## src/rtl/operand_bank_seq.sv

```systemverilog
// operand_bank_seq: four-entry operand bank feeding a registered 4-way mux,
// plus a small sequencer that sweeps the mux select 00..11 PASSES times per
// start. Every output comes straight from a flop; no input reaches an output
// combinationally.
//
// Handshake: start and abort are level-sampled requests with no ready/ack.
// start is accepted only in IDLE; abort is honoured only in SCAN. wr_en is
// accepted only in IDLE (busy=0); writes while busy are silently dropped.
module operand_bank_seq #(
  parameter int PASSES = 1
) (
  input  logic        clk,
  input  logic        rst,
  input  logic        wr_en,
  input  logic [0:1]  wr_addr,
  input  logic [0:15] wr_data,
  input  logic        start,
  input  logic        abort,
  output logic [0:15] out_A,
  output logic [0:15] out_B,
  output logic [0:15] out_C,
  output logic [0:15] out_D,
  output logic [0:1]  select,
  output logic        sel_valid,
  output logic        busy,
  output logic        done,
  output logic [1:0]  dbg_state
);

  typedef enum logic [1:0] {
    IDLE = 2'd0,
    SCAN = 2'd1,
    DONE = 2'd2
  } state_e;

  // Pass index of the final sweep; the sweep ends when select=11 on this pass.
  localparam logic [7:0] LAST_PASS = 8'(PASSES - 1);

  state_e      state_q, state_d;
  logic [1:0]  select_q, select_d;
  logic [7:0]  pass_q, pass_d;
  logic        sel_valid_q, sel_valid_d;
  logic        busy_q, busy_d;
  logic        done_q, done_d;
  logic [15:0] bank_q [4];
  logic [15:0] bank_d [4];

  // Next-state, next-output and bank-write logic.
  always_comb begin
    state_d     = state_q;
    select_d    = select_q;
    pass_d      = pass_q;
    sel_valid_d = sel_valid_q;
    busy_d      = busy_q;
    done_d      = 1'b0;
    bank_d      = bank_q;
    case (state_q)
      IDLE: begin
        select_d    = 2'b00;
        sel_valid_d = 1'b0;
        busy_d      = 1'b0;
        // Write and start may coincide; the write lands on the same edge
        // that enters SCAN, so it is visible in the first sel_valid cycle.
        if (wr_en) bank_d[wr_addr] = wr_data;
        if (start) begin
          state_d     = SCAN;
          select_d    = 2'b00;
          sel_valid_d = 1'b1;
          busy_d      = 1'b1;
          pass_d      = 8'd0;
        end
      end
      SCAN: begin
        if (abort) begin
          state_d     = IDLE;
          select_d    = 2'b00;
          sel_valid_d = 1'b0;
          busy_d      = 1'b0;
          pass_d      = 8'd0;
        end else if (select_q == 2'b11 && pass_q == LAST_PASS) begin
          state_d     = DONE;
          select_d    = 2'b00;
          sel_valid_d = 1'b0;
          busy_d      = 1'b1;
          done_d      = 1'b1;
        end else begin
          select_d = select_q + 2'd1;
          if (select_q == 2'b11) pass_d = pass_q + 8'd1;
        end
      end
      DONE: begin
        state_d     = IDLE;
        select_d    = 2'b00;
        sel_valid_d = 1'b0;
        busy_d      = 1'b0;
        pass_d      = 8'd0;
      end
      default: begin
        state_d     = IDLE;
        select_d    = 2'b00;
        sel_valid_d = 1'b0;
        busy_d      = 1'b0;
        pass_d      = 8'd0;
      end
    endcase
  end

  // State, output and bank registers with synchronous reset (reset wins).
  always_ff @(posedge clk) begin
    if (rst) begin
      state_q     <= IDLE;
      select_q    <= 2'b00;
      pass_q      <= 8'd0;
      sel_valid_q <= 1'b0;
      busy_q      <= 1'b0;
      done_q      <= 1'b0;
      for (int i = 0; i < 4; i++) bank_q[i] <= 16'h0000;
    end else begin
      state_q     <= state_d;
      select_q    <= select_d;
      pass_q      <= pass_d;
      sel_valid_q <= sel_valid_d;
      busy_q      <= busy_d;
      done_q      <= done_d;
      for (int i = 0; i < 4; i++) bank_q[i] <= bank_d[i];
    end
  end

  assign out_A     = bank_q[0];
  assign out_B     = bank_q[1];
  assign out_C     = bank_q[2];
  assign out_D     = bank_q[3];
  assign select    = select_q;
  assign sel_valid = sel_valid_q;
  assign busy      = busy_q;
  assign done      = done_q;
  assign dbg_state = state_q;

endmodule

```

## config.mk

```make
export PLATFORM = sky130hd
export DESIGN_NAME = operand_bank_seq
export DESIGN_NICKNAME = d
export VERILOG_FILES = /design/src/rtl/operand_bank_seq.sv
export SDC_FILE = /design/constraint.sdc
export NUM_CORES = 1
export LEC_CHECK = 0
export CAP_MARGIN = 30
export CORE_MARGIN = 2
export CORE_UTILIZATION = 40
export CTS_CLUSTER_SIZE = 24
export DETAILED_ROUTE_END_ITERATION = 12
export PLACE_DENSITY_LB_ADDON = 0.1
export SYNTH_ARGS = -nofsm -noshare
export SYNTH_HDL_FRONTEND = slang
export SYNTH_SLANG_ARGS = --single-unit
```

## constraint.sdc

```tcl
create_clock -name clk -period 2.08 [get_ports clk]
set_input_delay 0.416 -clock clk [delete_from_list [all_inputs] [get_ports clk]]
set_output_delay 0.416 -clock clk [all_outputs]
set_load 0.005 [all_outputs]
```

---- Yosys cells after proc, flatten, opt, wreduce, memory -nomap -nowiden ----
Index checks and enable logic that the tools add are counted.
W data, S select, Z words.
storage, ports and cells
  register bits ........................... 79
  input port bits ......................... 23
  output and inout bits ................... 71
  word-level logic and storage cells ...... 51
cells by class
  $add $sub $neg .......................... 2
  $lt $le $gt $ge ......................... 2
  equal/unequal tests ..................... 6
  multiplexer cells ....................... 20
  bitwise logic cells ..................... 2
  reductions and logical operators ........ 9
operators by type and width
  operator               number
  $bwmux W64             1
  $demux W16 S2          1
  $mux W8                4
  $mux W16               1
  $pmux W8 S2            1
  $ne A3 B3 Y1 const B   3
  $add A8 B1 Y8 const B  1
  $logic_not A8 Y1       1
  $mux W1                6
  $mux W2                3
  $pmux W1 S2            2
  $pmux W2 S2            1
  $reduce_and A2 Y1      2
  $reduce_or A4 Y1       1
  $ge A3 B3 Y1 const B   1
  $lt A3 B1 Y1 const B   1
  $not A2 Y3             1
  $reduce_and A3 Y1      1
  $reduce_or A3 Y1       1
  $add A2 B1 Y2 const B  1
  $eq A2 B1 Y1 const B   1
  $eq A2 B2 Y1 const B   1
  $logic_and A1 B1 Y1    2
  $logic_not A2 Y1       1
  2 further kinds        2

---- Depth between registers and ports, before layout ----
  depth in word-level cells ............... 6
  mapped depth ............................ 7
  depth with buffers taken out ............ 6

---- Least setup slack after synthesis ----
No wires, ideal clock.
  path type ............................... register -> register
  from .................................... register pass_q[0]
  to ...................................... register pass_q[5]
  library setup time ...................... 0.072 ns
  data arrival time ....................... 1.579 ns
  required time ........................... 2.008 ns
  path slack .............................. 0.429 ns
  cell stages (with the launch flop) ...... 8
  buffers on the path ..................... 1
  clock period less this slack ............ 1.651 ns
  cell sequence ........................... dfxtp_1 -> inv_1 -> ha_1 -> nor4b_2 -> a21o_1 -> buf_6 -> a2111oi_4 -> mux2i_1
on the way
  longest elaborated chain between the ends .. 5
  elaborated cells on any way between the ends .. 9
  classes of those cells .................. add/sub (1); eq/ne (1); mux (4); reduce/logical (3)
ends and longest elaborated chain
  item                      line  RTL
  start: declaration        41    logic [7:0] pass_q, pass_d;
  start signal: assignment  121   pass_q <= pass_d;
  $add A8 B1 Y8             88    if (select_q == 2'b11) pass_d = pass_q + 8'd1;
  $mux W8                   88
  $mux W8                   80    end else if (select_q == 2'b11 && pass_q == LAST_PASS) begin
  $mux W8                   74    if (abort) begin
  $pmux W8 S2               57    case (state_q)
Parallel ways exist; a longest one is shown, timed or not. The select of a mux whose other input is x is not followed.
A chain may end at the register's enable or synchronous reset.

---- Final worst setup path ----
  from .................................... register pass_q[0]
  to ...................................... register pass_q[6]
Same word-level chain as after synthesis.

==> impl_metrics.py <==
metrics = {
    "critical_path": {
        "crit_required_ns": 2.30,
        "critPathArrivalTime_ns": 2.08,
        "critPathLaunch": "pass_q[0]",
        "worst_r2r_startpoint": "pass_q[0]",
        "slowest_stage": "a21o_1",
        "worst-path-max-fanout": 10,
        "timing.setup.critical_path_class": "register to register",
        "critPathMaxStageDelay_ns": 0.39,
        "critPathCaptureType": "register",
        "critical_path.n_buffers_inverters": 1,
        "ff2ff_setup_slack_ns": 0.22,
        "worstSetupStartpointType": "register",
        "crit_path_cell_trace": "inv_1 -> ha_1 -> nor4b_2 -> a21o_1 -> and2_1 -> o211ai_1",
        "cp_top_family": "simple AND/OR/NAND/NOR gates",
    },
    "clock_network": {
        "postCtsHoldBufs": 0,
        "clk_latency_ns": 0.34,
        "post-cts-setup-buffer-count": 0,
        "postCtsResizedCells": 0,
        "cts_inserted_buffers": 9,
        "clk_root_buffer_cell": "clkbuf_8",
        "cts_buffer_depth": 2,
        "tritoncts_num_sinks": 79,
        "number_of_h_tree_branching_levels": 3,
        "cts_tree": "built",
        "clk_transition_reported_paths_ns": 0.08,
    },
    "power": {
        "sequential_power_share_pct": 52.9,
        "power_report.internal_total_w": 0.002280,
        "static-leakage-power_nw": 1.605,
        "ir_worst_vdd_mv": 0.3929,
        "pwr-share-comb_pct": 10.8,
        "power_switching_share_pct": 23.75,
        "total_switching_power_w": 0.0007104,
        "power_density_nw_per_um2": 700.4,
        "clk_network_pwr_share_pct": 36.3,
    },
    "sta": {
        "final_min_period_over_clock_period_pct": 89.27,
        "timing.fmax_mhz": 538.6,
        "hold_violations": 0,
        "setup-violations-final": 0,
        "layout_min_cycle_time_ns": 1.857,
        "final.setup.tns_ns": 0,
        "fin_skew_ns": 0.007476,
        "worst_slew_pin_tran_ns": 0.6863,
        "drv_slew": 0,
        "slew_headroom_pct": 54.24,
        "rsz0062_at_grt": "false",
    },
    "floorplanning": {
        "die_span_in_y_um": 91.19,
        "design.portCount": 94,
        "start_util_pct": 41.70,
        "floorplan.core_area_um2": 7292,
        "floorplan.die.width_um": 91.19,
        "die_area_um2": 8315,
        "core.rowCount": 31,
    },
    "global_route": {
        "grtUsageTotal_pct": 18.05,
        "grt_pass1_wl_mm": 12.09,
        "grt_overflow_total": 0,
        "antenna_violations_before_repair": 0,
        "grt_start_max_net_pins": 66,
        "first_global_vias": 2443,
    },
    "yosys": {
        "dominantRegCellSynth": "dfxtp_1",
        "synth_top_cell_area_share_pct": 52.02,
        "synth_compound_gate_area_share_pct": 9.877,
        "combinational_family_with_the_most_area_after_synthesis": "simple AND/OR/NAND/NOR gates",
        "netlist_top_cells_area": "dfxtp_1 (52%), mux2i_1 (12%), nand2_1 (8.5%), a21oi_1 (6.1%), nor2_1 (4.4%)",
        "synth.yosys.warnings": 0,
        "synth_sequential_area_ratio_pct": 52.02,
        "yosys-mux-area-fraction_pct": 12.22,
        "netlist_instances": 329,
        "xor_xnor_share_of_the_synthesized_area_pct": 0,
        "synth.largest_area_cell": "dfxtp_1",
        "ys_async_sr_fraction_pct": 0,
        "number_of_enable_flip_flop_cells_after_synthesis": 0,
        "syn_avg_cell_area_um2": 9.241,
        "synth_cell_types": 37,
        "synthSimpleGateAreaFrac_pct": 20.82,
        "synthesis.nets": 355,
        "post_synth_instance_area_um2": 3040,
        "yosys_register_bits": 79,
        "post_synth_fa_ha_maj_area_fraction_pct": 1.235,
    },
    "run": {
        "timing.max_cap.violations": 0,
    },
    "placed_design": {
        "routabilityCongestion": 0.8517,
        "portBuffers": 93,
        "hpwl_mm": 5.187,
        "placed_area_um2": 4084,
    },
    "cells_and_area": {
        "antennaDiodeCount": 0,
        "area_overhead_of_the_layout_relative_to_synthesis_pct": 40.45,
        "design_area_um2": 4270,
        "nFillCells": 690,
        "final_net_count": 451,
        "layout-drive-gt1-share_pct": 7.459,
    },
    "route": {
        "drtPass1Iterations": 4,
        "detail_route.drc_violations": 0,
        "ant_nets": 0,
        "route.final.wire_length_mm": 7.390,
        "num_vias": 2574,
        "route.detailed.wl_per_inst_um": 14.00,
        "post_drt_via_cell_ratio": 4.875,
        "drt_first_iter_violations": 155,
    },
    "worst_hold_path": {
        "hold_path.startpoint": "out_D[6]",
        "hold_path.class": "register to register",
    },
    "run_status": {
        "outcome": "complete, no violations",
    },
}
==> synth_stat cells (all sizes together), types with 2 or more instances <==
cell type,number
nor4b,2
and3,3
ha,3
dfxtp,79
clkbuf,9
mux2i,36
nand4,2
and4,2
nand3,6
a21oi,37
nand4b,2
nor3,3
inv,4
nand2,69
o31ai,2
buf,10
a21o,2
a2111oi,2
nor2,38
nand2b,5
==> cell families after synthesis <==
logic type | after synthesis
buffers and inverters | 23
adders and majority gates | 3
and+or+nand+nor | 138
DFF | 79
AOI/OAI and AO/OA | 49
muxes | 37
==> power by group through the flow <==
| stage | logic (W) | clock network [W] | registers (W) |
|---|---|---|---|
| global placement | 0.000323 | 0 | 0.00162 |
| floorplan | 0.000135 | 0 | 0.00162 |
| global route | 0.000354 | 0.00119 | 0.00159 |
| CTS | 0.000326 | 0.00112 | 0.00158 |
| detailed placement | 0.000325 | 0 | 0.00162 |
| finish | 0.000323 | 0.00109 | 0.00158 |
==> area by class of cell <==
| cell class | instances | area, µm² | area share [%] |
|---|---|---|---|
| repair buffers | 104 | 1021 | 23.91 |
| clock inverters | 5 | 58.81 | 1.377 |
| inverters | 4 | 15.01 | 0.3516 |
| multi-input cells | 227 | 1343 | 31.44 |
| well taps | 99 | 123.9 | 2.901 |
| clock buffers | 10 | 127.6 | 2.989 |
| flip-flops and latches | 79 | 1582 | 37.03 |
==> placed cells by master (no fill, tap or decap), types with 4 or more instances in the layout <==
cell / n
clkdlybuf4s50_1: 92
dfxtp_1: 79
nand2_1: 69
a21oi_1: 37
mux2i_1: 36
nor2_1: 36
buf_4: 10
clkbuf_8: 9
nand3_1: 6
nand2b_1: 5
inv_1: 4
==> metal layers <==
layer	share of wire, %	GRT usage (%)	wire length [µm]
met2	45	28.40	3302
met1	49	24.60	3596
met5	0	0	0
met4	0.89	5.682	66
met3	5.8	4.149	425
==> final timing paths <==
kind	endpoint	depth (start not counted)
max reg2reg	pass_q[6]	6
max	pass_q[6]	6
min	out_D[6]	2
min reg2reg	out_D[6]	2
==> worst register-to-register path: stages, from the launching register on <==
cell and delay (ns):
dfxtp_1 0.37, inv_1 0.15, ha_1 0.15, nor4b_2 0.35
a21o_1 0.39, and2_1 0.24, o211ai_1 0.10
==> state kept, by name (all words and copies together), names as in the netlist <==
| register | count |
|---|---|
| dbg_state | 2 |
| out_B | 16 |
| out_D | 16 |
| out_C | 16 |
| select | 2 |
| busy | 1 |
| done | 1 |
| pass_q | 8 |
| out_A | 16 |
| sel_valid | 1 |
==> through the flow <==
| step | utilization, % | std cells | worst slack, ns | hold WS (ns) | total power [W] |
|---|---|---|---|---|---|
| floorplan | - | 329 | 0.4291 | 0.4433 | 0.001755 |
| global placement | 56.01 | 513 | 0.1441 | 0.4389 | 0.001940 |
| detailed placement | 56.01 | 513 | 0.09744 | 0.4456 | 0.001943 |
| CTS | 58.56 | 528 | 0.2296 | 0.4517 | 0.003033 |
| global route | 58.56 | 528 | 0.08491 | 0.4719 | 0.003135 |
| finish | 58.56 | 528 | 0.2232 | 0.4557 | 0.002991 |
No activity file was read; power rests on OpenSTA's default activity.
==> edit 1, RTL diff (same settings) <==
Add an input register stage for `wr_en`, `wr_addr`, `wr_data`, `start` and `abort`, with the module's reset; this delays them by one clock.
--- a/src/rtl/operand_bank_seq.sv
+++ b/src/rtl/operand_bank_seq.sv
@@ -36,6 +36,28 @@
   // Pass index of the final sweep; the sweep ends when select=11 on this pass.
   localparam logic [7:0] LAST_PASS = 8'(PASSES - 1);
 
+  logic wr_en_q;
+  logic [0:1] wr_addr_q;
+  logic [0:15] wr_data_q;
+  logic start_q;
+  logic abort_q;
+
+  always_ff @(posedge clk) begin
+    if (rst) begin
+      wr_en_q   <= '0;
+      wr_addr_q <= '0;
+      wr_data_q <= '0;
+      start_q   <= '0;
+      abort_q   <= '0;
+    end else begin
+      wr_en_q   <= wr_en;
+      wr_addr_q <= wr_addr;
+      wr_data_q <= wr_data;
+      start_q   <= start;
+      abort_q   <= abort;
+    end
+  end
+
   state_e      state_q, state_d;
   logic [1:0]  select_q, select_d;
   logic [7:0]  pass_q, pass_d;
@@ -61,8 +83,8 @@
         busy_d      = 1'b0;
         // Write and start may coincide; the write lands on the same edge
         // that enters SCAN, so it is visible in the first sel_valid cycle.
-        if (wr_en) bank_d[wr_addr] = wr_data;
-        if (start) begin
+        if (wr_en_q) bank_d[wr_addr_q] = wr_data_q;
+        if (start_q) begin
           state_d     = SCAN;
           select_d    = 2'b00;
           sel_valid_d = 1'b1;
@@ -71,7 +93,7 @@
         end
       end
       SCAN: begin
-        if (abort) begin
+        if (abort_q) begin
           state_d     = IDLE;
           select_d    = 2'b00;
           sel_valid_d = 1'b0;
Formal check against the unedited RTL: not equivalent (a bounded check fails within 4 cycles, from zero or initial values and one cycle with rst high).
==> edit 1 against the original RTL <==
Total power is 14% higher; critical endpoint is now dbg_state[1]; synthesized cell count increased by 20%; via count increased by 12%; area after synthesis is 17% higher; wire length is 12% higher; largest cell class unchanged; setup slack improved by 0.025 ns; final area grew 12%; sequential cell count rose by 21; largest power group unchanged.
==> edit 1: results <==
[global_routing]
grt_pass1_wl_mm = 13.4
grtUsageTotal = 0.172
grt_pass1_vias = 2682
use_met3 = 0.0404
grt_max_degree = 95
grt_use_met2 = 0.261
use_met1 = 0.239

[final_layout]
fillers = 828
layout-drive-gt1-share = 0.0612
stdcell_count = 598
num-nets-final = 511

[worst_hold_path]
holdCritStartpoint = rst
hold_path_depth = 4
min_path_type = primary input to flip-flop
holdPathEnd = pass_q[2]

[pwr]
vdd.ir_drop.worst_mv = 0.346
leakage_nw = 1.75

[timing]
skew_ns = 0.0141
hold_slack_ns = 0.443
tightest_slew_ns = 0.596
fmax_mhz = 546

[synth]
synth_common_cells = nand2_1, dfxtp_1, a21oi_1
synthTopCellsByArea = dfxtp_1, nand2_1, a21oi_1
ys_seq_area_frac = 0.560
syn-num-nets = 421
synthFlopType = dfxtp_1
synth_cell_type_count = 38

[worst_setup_path]
cp-startpoint = dbg_state[1]
crit_family = buffers and inverters
cp.arrival_ns = 1.42
crit_end = dbg_state[1]
r2r_cells = 7
rr_endpoint = pass_q[6]
cp_max_fo = 8
crit_path_top_delay_cell = clkdlybuf4s50_1
slowest_delay_ns = 0.59

[clock_network]
clkTransAtPathRegs_ns = 0.09
htree_levels = 3

[placed_design]
gp_congestion = 0.806
pre_cts_ws_ns = 0.325
place_area_sq_mm = 0.00460
dp_cells = 582

[drt]
first_iter_violations = 67
wl_per_cell_um = 13.8

[run_status]
outcome = finished, final reports clean
==> edit 1: power breakdown <==
| group | switching [mW] | internal, mW |
|---|---|---|
| clock | 0.646 | 0.562 |
| combinational | 0.0961 | 0.112 |
| sequential | 0.0413 | 1.95 |
==> edit 1: cell families after synthesis <==
group,count (synthesis),share of synthesized area
AOI/OAI and AO/OA,67,0.107
xor gates and xnor gates,3,0.00736
adders and majority gates,3,0.0105
buffers and inverters,31,0.0399
DFF,100,0.560
muxes,18,0.0504
and+or+nand+nor,173,0.224
==> edit 1: final cells by class <==
class                   count  area (sq um)  share of cell area
multi-input cells         264          1430               0.298
clock buffers              11           131              0.0274
flip-flops and latches    100          2000               0.418
well taps                 108           135              0.0282
clock inverters             5          62.6              0.0130
inverters                   8          30.0             0.00626
repair buffers            102          1010               0.210
==> edit 1: routing by layer <==
layer  up-vias  wire length, um
met3        13              455
met1      1315             3960
li1       1484                -
met4         0              126
met5         -                0
met2        79             3700
==> edit 2, RTL diff (same settings) <==
Without the edit above. Reset style: asynchronous (`rst`), changed in one clocked block. Comments in the files are not updated.
--- a/src/rtl/operand_bank_seq.sv
+++ b/src/rtl/operand_bank_seq.sv
@@ -106,7 +106,7 @@
   end
 
   // State, output and bank registers with synchronous reset (reset wins).
-  always_ff @(posedge clk) begin
+  always_ff @(posedge clk or posedge rst) begin
     if (rst) begin
       state_q     <= IDLE;
       select_q    <= 2'b00;
Check against the original RTL: differs if rst is asserted again (counterexample within 4 cycles, from zero or initial values and one cycle with rst high); with rst held inactive, the same outputs for 4 cycles.
==> edit 2 against the original RTL <==
Synthesized cell count shrank 36%; critical endpoint is now pass_q[7]; sequential share of layout area rose by 6.8 points; setup slack lost 0.036 ns; area after synthesis increased by 3.9%; final area grew 5.6%; fmax shrank 1.9%; utilization grew 0.081 points; largest cell class unchanged; wire length is 10% lower; sequential cell count stayed put; critical path type unchanged.
Power is not compared: it rests on default switching activity, and its combinational part moved more than twofold at a synthesized area within 25%.
==> edit 2: results <==
[placed_design]
pre_cts_ws_ns = 0.0963
gp_congestion = 0.821
dp_hpwl_mm = 4.78
port_buffers = 93

[final_layout]
n_antenna_cell = 0
fillers = 660
layout-drive-gt1-share = 0.272
num-nets-final = 346

[synth]
async_reset_ff_frac = 1.00
yosys_warnings = 0
syn-num-nets = 237
synthTopCellsByArea = dfrtp_1, mux2_2, mux2_1
ys_seq_area_frac = 0.626
synth_common_cells = dfrtp_1, mux2_2, mux2_1, nand2_1, nor2_1
synth_cell_type_count = 36
synthFlopType = dfrtp_1

[worst_setup_path]
r2r_cells = 6
r2r_slack_ns = 0.19
cp_max_fo = 5
cp-startpoint = pass_q[0]
rr_endpoint = pass_q[7]
cp.arrival_ns = 2.11

[pwr]
vdd.ir_drop.worst_mv = 0.425
leakage_nw = 1.92

[drt]
vias_per_cell = 4.88
first_iter_violations = 63
wl_per_cell_um = 15.6
firstDrtPassIters = 4

[clock_network]
post_cts_buffers = 0
clkLatencyLatePin_ns = 0.33
cts_buffer_depth = 2
cts_resized = 0
cts_buffers = 9
clkTransAtPathRegs_ns = 0.08
cts-root-buf = clkbuf_8
htree_levels = 3

[global_routing]
grt_pass1_vias = 2094
grt_max_degree = 43
antenna_found_initial = 0
globalRoute.totalOverflow = 0
grt_pass1_wl_mm = 10.7
grtUsageTotal = 0.161

[worst_hold_path]
min_path_type = primary input to async pin

[timing]
hold_viol_final = 0
hold_slack_ns = 0.423
slew_headroom = 0.723
skew_ns = 0.00557

[run_status]
outcome = finished, final reports clean
## edit 2: cell types whose count changed in the layout (fill, tap and decap cells not counted), moves of 3 or more
cell,before,now
a21oi_1,37,1
mux2_2,1,55
a221o_1,0,3
nor2_1,36,7
dfxtp_1,79,0
nand2_1,69,10
mux2_1,0,10
nand2b_1,5,0
buf_4,10,4
mux2i_1,36,0
buf_12,1,5
nand3_1,6,2
dfrtp_1,0,79
## edit 2: logic make-up after synthesis
family / share of synthesized area
fa+ha+maj: 0.0119
compound gates: 0.0459
mux: 0.232
simple gates: 0.0717
flops: 0.626
buf+inv: 0.0131
## edit 2: worst max-delay path by stage
stage | endpoint | slack, ns
finish | pass_q[7] | 0.19
CTS | pass_q[7] | 0.15
global route | pass_q[6] | 0.07
detailed placement | out_C[11] | 0.1
global placement | out_C[1] | 0.11
floorplan | pass_q[7] | 0.32
## edit 2: layout make-up
type | instances | area, sq um | area share
Clock inverter | 4 | 47.5 | 0.0105
Multi-Input combinational cell | 123 | 1140 | 0.253
Timing Repair Buffer | 102 | 1060 | 0.235
Sequential cell | 79 | 1980 | 0.439
Clock buffer | 11 | 131 | 0.0291
Inverter | 5 | 22.5 | 0.00500
Tap cell | 102 | 128 | 0.0283
## edit 2: report_power, final
part	leakage (nW)	internal, mW	switching [mW]
registers	0.967	1.92	0.200
logic	0.862	0.978	0.392
clock network	0.0892	0.545	0.517
total	1.92	3.45	1.11
## edit 2: per-layer routing
layer  up-vias  wire length, um  global-route usage
met5         -                0                   0
met4         0               98              0.0699
met3        10              335              0.0350
met2        58             3200               0.263
met1      1030             2990               0.207
li1        983                -                   -
## edit 2: critical path, cell delays in order (launching register included)
cell and delay [ns]:
dfrtp_1 0.41, inv_1 0.07, ha_1 0.14, or4b_4 0.50, o21ai_1 0.19, nor2_1 0.13, a221o_1 0.34
## edit 2: stage by stage
step / total power [mW] / utilization / cell area [sq um] / cells
detailed placement: 3.55 / 0.563 / 4330 / 411
finish: 4.55 / 0.586 / 4510 / 426
global route: 4.81 / 0.586 / 4510 / 426
floorplan: 2.57 / - / 3160 / 211
CTS: 4.63 / 0.586 / 4510 / 426
global placement: 3.52 / 0.563 / 4330 / 411
